===== src/rtl/uart_boot_loader.sv =====
// UART boot loader: packs RX bytes into little-endian words, runs the READY/ACK
// handshake on the shared TX, then streams program words and input-data words.
//
// state      | meaning
// SEND_READY | waiting for TX idle to announce READY_BYTE
// RECV_SIZE  | assembling the program-size word (bytes)
// RECV_PROG  | assembling program words until the size target is reached
// SEND_ACK   | waiting for TX idle to send ACK_BYTE
// RUN        | terminal; every word is delivered as input data
module uart_boot_loader #(
    parameter logic [7:0] READY_BYTE     = 8'h99,
    parameter logic [7:0] ACK_BYTE       = 8'hAA,
    parameter int         MAX_PROG_WORDS = 256
) (
    input  logic        clock,
    input  logic        reset,
    input  logic        rx_ready,
    input  logic [7:0]  rdata,
    input  logic        tx_busy,
    output logic        tx_start,
    output logic [7:0]  sdata,
    output logic        instr_ready,
    output logic        mem_ready,
    output logic [31:0] data,
    output logic        program_loaded,
    output logic        boot_error
);

    localparam logic [31:0] MAX_W = 32'(MAX_PROG_WORDS);

    typedef enum logic [2:0] {
        SEND_READY,
        RECV_SIZE,
        RECV_PROG,
        SEND_ACK,
        RUN
    } state_t;

    state_t      state;
    state_t      state_nxt;
    logic [1:0]  byte_cnt;
    logic [23:0] shift;
    logic [31:0] word_cnt;
    logic [29:0] target;

    logic        byte_take;
    logic        word_done;
    logic [31:0] word_new;
    logic        tx_fire;
    logic [7:0]  tx_byte;
    logic        instr_fire;
    logic        mem_fire;

    // Bytes are only accepted once READY has gone out; earlier ones are line noise.
    assign byte_take = rx_ready && (state != SEND_READY);
    assign word_done = byte_take && (byte_cnt == 2'd3);
    assign word_new  = {rdata, shift};

    always_ff @(posedge clock or negedge reset) begin
        if (!reset) begin
            state <= SEND_READY;
        end else begin
            state <= state_nxt;
        end
    end

    always_comb begin
        state_nxt = state;
        case (state)
            SEND_READY: if (!tx_busy) state_nxt = RECV_SIZE;
            RECV_SIZE: begin
                if (word_done) begin
                    state_nxt = (word_new[31:2] == 30'd0) ? SEND_ACK : RECV_PROG;
                end
            end
            RECV_PROG: begin
                if (word_done && ((word_cnt + 32'd1) == {2'b00, target})) begin
                    state_nxt = SEND_ACK;
                end
            end
            SEND_ACK: if (!tx_busy) state_nxt = RUN;
            RUN:      state_nxt = RUN;
            default:  state_nxt = SEND_READY;
        endcase
    end

    always_comb begin
        tx_fire    = ((state == SEND_READY) || (state == SEND_ACK)) && !tx_busy;
        tx_byte    = (state == SEND_ACK) ? ACK_BYTE : READY_BYTE;
        // Words beyond the code segment capacity are swallowed without a pulse.
        instr_fire = word_done && (state == RECV_PROG) && (word_cnt < MAX_W);
        mem_fire   = word_done && ((state == SEND_ACK) || (state == RUN));
    end

    always_ff @(posedge clock or negedge reset) begin
        if (!reset) begin
            byte_cnt    <= 2'd0;
            shift       <= 24'd0;
            data        <= 32'd0;
            word_cnt    <= 32'd0;
            target      <= 30'd0;
            boot_error  <= 1'b0;
            instr_ready <= 1'b0;
            mem_ready   <= 1'b0;
            tx_start    <= 1'b0;
            sdata       <= 8'd0;
        end else begin
            if (byte_take) begin
                if (byte_cnt == 2'd3) begin
                    byte_cnt <= 2'd0;
                    data     <= word_new;
                end else begin
                    shift[8*byte_cnt +: 8] <= rdata;
                    byte_cnt               <= byte_cnt + 2'd1;
                end
            end
            if (word_done && (state == RECV_SIZE)) begin
                target <= word_new[31:2];
                if ({2'b00, word_new[31:2]} > MAX_W) begin
                    boot_error <= 1'b1;
                end
            end
            if (word_done && (state == RECV_PROG)) begin
                word_cnt <= word_cnt + 32'd1;
            end
            instr_ready <= instr_fire;
            mem_ready   <= mem_fire;
            tx_start    <= tx_fire;
            if (tx_fire) begin
                sdata <= tx_byte;
            end
        end
    end

    assign program_loaded = (state == RUN);

endmodule


===== config.mk =====
export PLATFORM = sky130hd
export DESIGN_NAME = uart_boot_loader
export DESIGN_NICKNAME = d
export VERILOG_FILES = /design/src/rtl/uart_boot_loader.sv
export SDC_FILE = /design/constraint.sdc
export NUM_CORES = 1
export LEC_CHECK = 0
export CAP_MARGIN = 20
export CORE_MARGIN = 2
export CORE_UTILIZATION = 65
export CTS_BUF_LIST = sky130_fd_sc_hd__clkbuf_4 sky130_fd_sc_hd__clkbuf_8
export DETAILED_ROUTE_END_ITERATION = 7
export PLACE_DENSITY_LB_ADDON = 0.15
export SYNTH_ARGS = -nofsm -noshare
export SYNTH_HDL_FRONTEND = slang
export SYNTH_SLANG_ARGS = --single-unit

===== constraint.sdc =====
create_clock -name clock -period 8.2 [get_ports clock]
set_clock_uncertainty 0.15 [all_clocks]
set_input_delay 1.23 -clock clock [delete_from_list [all_inputs] [get_ports clock]]
set_output_delay 1.23 -clock clock [all_outputs]
set_load 0.05 [all_outputs]

==> impl_metrics.env <==
export IMPL_drt_pass1_iterations=4
export IMPL_cts_htree_levels=4
export IMPL_dp_hpwl_um=10980
export IMPL_cp_num_buf_inv=2
export IMPL_finalWorstSetupSlack_ns=4.627
export IMPL_die_area_um2=10760
export IMPL_cts_resized=0
export IMPL_worstReg2RegEnd="state[0]"
export IMPL_core_um2=9729
export IMPL_holdPathEnd="boot_error"
export IMPL_cts_setup_buffers=0
export IMPL_syn_inst=610
export IMPL_seq_area_frac_synth_pct=50.33
export IMPL_grt_pass1_vias=4818
export IMPL_grt_pass1_wl_um=25340
export IMPL_cp_arrival_ns=2.19
export IMPL_cp_top_family="buffers and inverters"
export IMPL_cts_root_buffer="clkbuf_8"
export IMPL_grt_start_max_net_pins=68
export IMPL_whs_path_depth=1
export IMPL_cp_required_ns=6.82
export IMPL_cts_num_sinks=130
export IMPL_ant_nets=0
export IMPL_io_pins=57
export IMPL_hold_viol=0
export IMPL_r2r_start="word_cnt[3]"
export IMPL_port_buffer_count=54
export IMPL_period_share_pct=43.57
export IMPL_gr_total_overflow=0
export IMPL_postLayoutCellArea_um2=7422
export IMPL_drcViolationCount=0
export IMPL_maxCapViolCount=0
export IMPL_synth_async_reset_ratio_pct=100.0
export IMPL_routedWlPerCell_um=19.43
export IMPL_crit_slowest_cell="clkdlybuf4s50_1"
export IMPL_ctsHoldBuffers=0
export IMPL_dp_slack_ns=4.335
export IMPL_cts_made_buffers=17
export IMPL_p_leak_nw=3.287
export IMPL_setup_worst_path_class="reg -> out"
export IMPL_worstSetupEndpointType="output port"
export IMPL_status="finished, final reports clean"
export IMPL_antenna_found_initial=0
export IMPL_slew_headroom_pct=32.23
export IMPL_setup_violations=0
export IMPL_crit_fanout=12
export IMPL_synth_area_per_cell_um2=10.60
export IMPL_cts_clk_slew_worst_paths_ns=0.07
export IMPL_dieWidth_um=103.7
export IMPL_synth_edff_count=0
export IMPL_drive_above_1_share_pct=17.35
export IMPL_finalMaxSlewViolations=0
export IMPL_worstPathCellList="nor2_1 -> nand2_1 -> inv_1 -> clkdlybuf4s50_1"
export IMPL_regToRegSetupSlack_ns=4.75
export IMPL_drtIter0Drc=302
export IMPL_initial_core_util_pct=66.44
export IMPL_synth_cell_type_count=57
export IMPL_rsz0062_at_grt="no"
export IMPL_yosys_warnings=0
export IMPL_die_h_um=103.7
export IMPL_holdCritPathClass="reg -> reg"
export IMPL_area_delta_synth_final_pct=14.83
export IMPL_ir_drop_v=0.0002492
export IMPL_cts_buffer_depth=2
export IMPL_avgViaCountPerCell=6.122
export IMPL_gp_congestion=0.9575
export IMPL_power_per_cell_area_nw_per_um2=341.0
export IMPL_tightestPinTransition_ns=1.013
export IMPL_crit_path_max_incr_delay_ns=0.80
export IMPL_antenna_cells=0
export IMPL_track_usage_pct=30.37
export IMPL_clk_latency_ns=0.45
export IMPL_total_power_mw=2.531
export IMPL_r2r_cells=7
export IMPL_wirelength_um=15470
export IMPL_ys_ff_latch=130
export IMPL_synth_flop_cell="dfrtp_1"
export IMPL_post_dp_cell_area_um2=7036
export IMPL_final_net_count=668
export IMPL_syn_area_um2=6464
export IMPL_vias=4873
export IMPL_tns_ns=0
export IMPL_start_kind="flop"
export IMPL_worst_hold_slack_ns=0.3390
export IMPL_rows=36
export IMPL_max_freq_mhz=279.9
export IMPL_finalCriticalPeriod_ns=3.573
export IMPL_worstHoldStart="boot_error"
export IMPL_cts_tree="done"
-- kinds of logic after synthesis --
family                   after synthesis  share of synthesized area, %
AO/OA/AOI/OAI                         63                         6.059
multiplexers                          64                         11.11
XOR/XNOR                              77                         10.43
adder cells (fa/ha/maj)                6                         1.161
other                                  1                       0.05802
AND/OR/NAND/NOR                      225                         17.67
flip-flops                           130                         50.33
buffers and inverters                 44                         3.175
-- cell type report --
| class | count | area (um^2) |
|---|---|---|
| Multi-Input combinational cell | 437 | 3029 |
| Inverter | 7 | 26.28 |
| Timing Repair Buffer | 57 | 560.5 |
| Clock buffer | 19 | 249.0 |
| Clock inverter | 13 | 137.6 |
| Sequential cell | 130 | 3253 |
| Tap cell | 133 | 166.4 |
| Fill cell | 666 | 2307 |
-- flip-flops by register name, indices dropped and copies added, names as in the netlist --
name	flops
boot_error	1
data	32
state	3
byte_cnt	2
target	30
instr_ready	1
word_cnt	32
shift	24
mem_ready	1
sdata	3
tx_start	1
-- metal layers --
metal  share of wire, %  vias up  routed length, um  track usage, %
li1                   -     2207                  -               -
met1                 43     2424               6602           42.22
met2                 48      205               7467           47.40
met3                6.6       37               1025           7.615
met4                2.4        0                373           9.942
met5                  0        -                  0               0
-- synthesized netlist by cell type, types with 2 or more instances --
cell type | count | area, um^2
or4_1 | 3 | 22.52
o31ai_1 | 3 | 22.52
buf_4 | 5 | 37.54
ha_1 | 6 | 75.07
nand4_1 | 20 | 125.1
nor3_1 | 7 | 35.03
nor3b_1 | 4 | 30.03
o21ai_0 | 31 | 155.2
mux2i_1 | 2 | 20.02
nand3_1 | 19 | 95.09
nand2_1 | 91 | 341.6
a31oi_1 | 3 | 18.77
nand4_2 | 2 | 25.02
clkbuf_1 | 15 | 56.30
o2111ai_1 | 3 | 26.28
buf_2 | 16 | 80.08
xnor2_1 | 48 | 420.4
o211ai_1 | 2 | 15.01
xor2_1 | 29 | 254.0
inv_1 | 7 | 26.28
nor4_1 | 15 | 93.84
and3_1 | 3 | 18.77
or3_1 | 5 | 31.28
a21oi_1 | 8 | 40.04
dfrtp_1 | 130 | 3253
or2_2 | 3 | 18.77
nor2_1 | 39 | 146.4
mux2_2 | 62 | 698.2
-- power by group --
| group | internal [mW] | switching, mW | total [mW] |
|---|---|---|---|
| combinational | 0.402 | 0.575 | 0.977 |
| clock | 0.276 | 0.255 | 0.531 |
| sequential | 0.831 | 0.192 | 1.02 |
-- worst max-delay path by stage --
stage / depth (start not counted) / startpoint / endpoint
2_1_floorplan: 5 / rx_ready / target[26]
5_1_grt: 6 / rx_ready / word_cnt[30]
4_1_cts: 4 / state[1] / program_loaded
3_5_place_dp: 6 / rx_ready / word_cnt[30]
6_report: 4 / state[1] / program_loaded
3_3_place_gp: 6 / rx_ready / word_cnt[30]
-- placed cells by master (no fill, tap or decap), types with 4 or more instances in the layout --
| cell | count |
|---|---|
| nor3b_1 | 4 |
| clkinv_2 | 4 |
| a21oi_1 | 8 |
| or3_1 | 5 |
| nor3_1 | 7 |
| dfrtp_1 | 130 |
| nand4_1 | 20 |
| clkdlybuf4s50_1 | 53 |
| xor2_1 | 29 |
| inv_1 | 7 |
| nor4_1 | 15 |
| mux2_2 | 62 |
| o21ai_0 | 31 |
| nand3_1 | 19 |
| xnor2_1 | 48 |
| clkbuf_8 | 17 |
| buf_4 | 4 |
| ha_1 | 6 |
| nor2_1 | 38 |
| nand2_1 | 91 |
-- per-stage QoR --
stage	util (%)	instances
2_1_floorplan	-	611
5_1_grt	76.29	796
3_3_place_gp	72.31	764
6_report	76.29	796
4_1_cts	76.29	796
3_5_place_dp	72.31	764
Power figures use the tool's default switching activity.
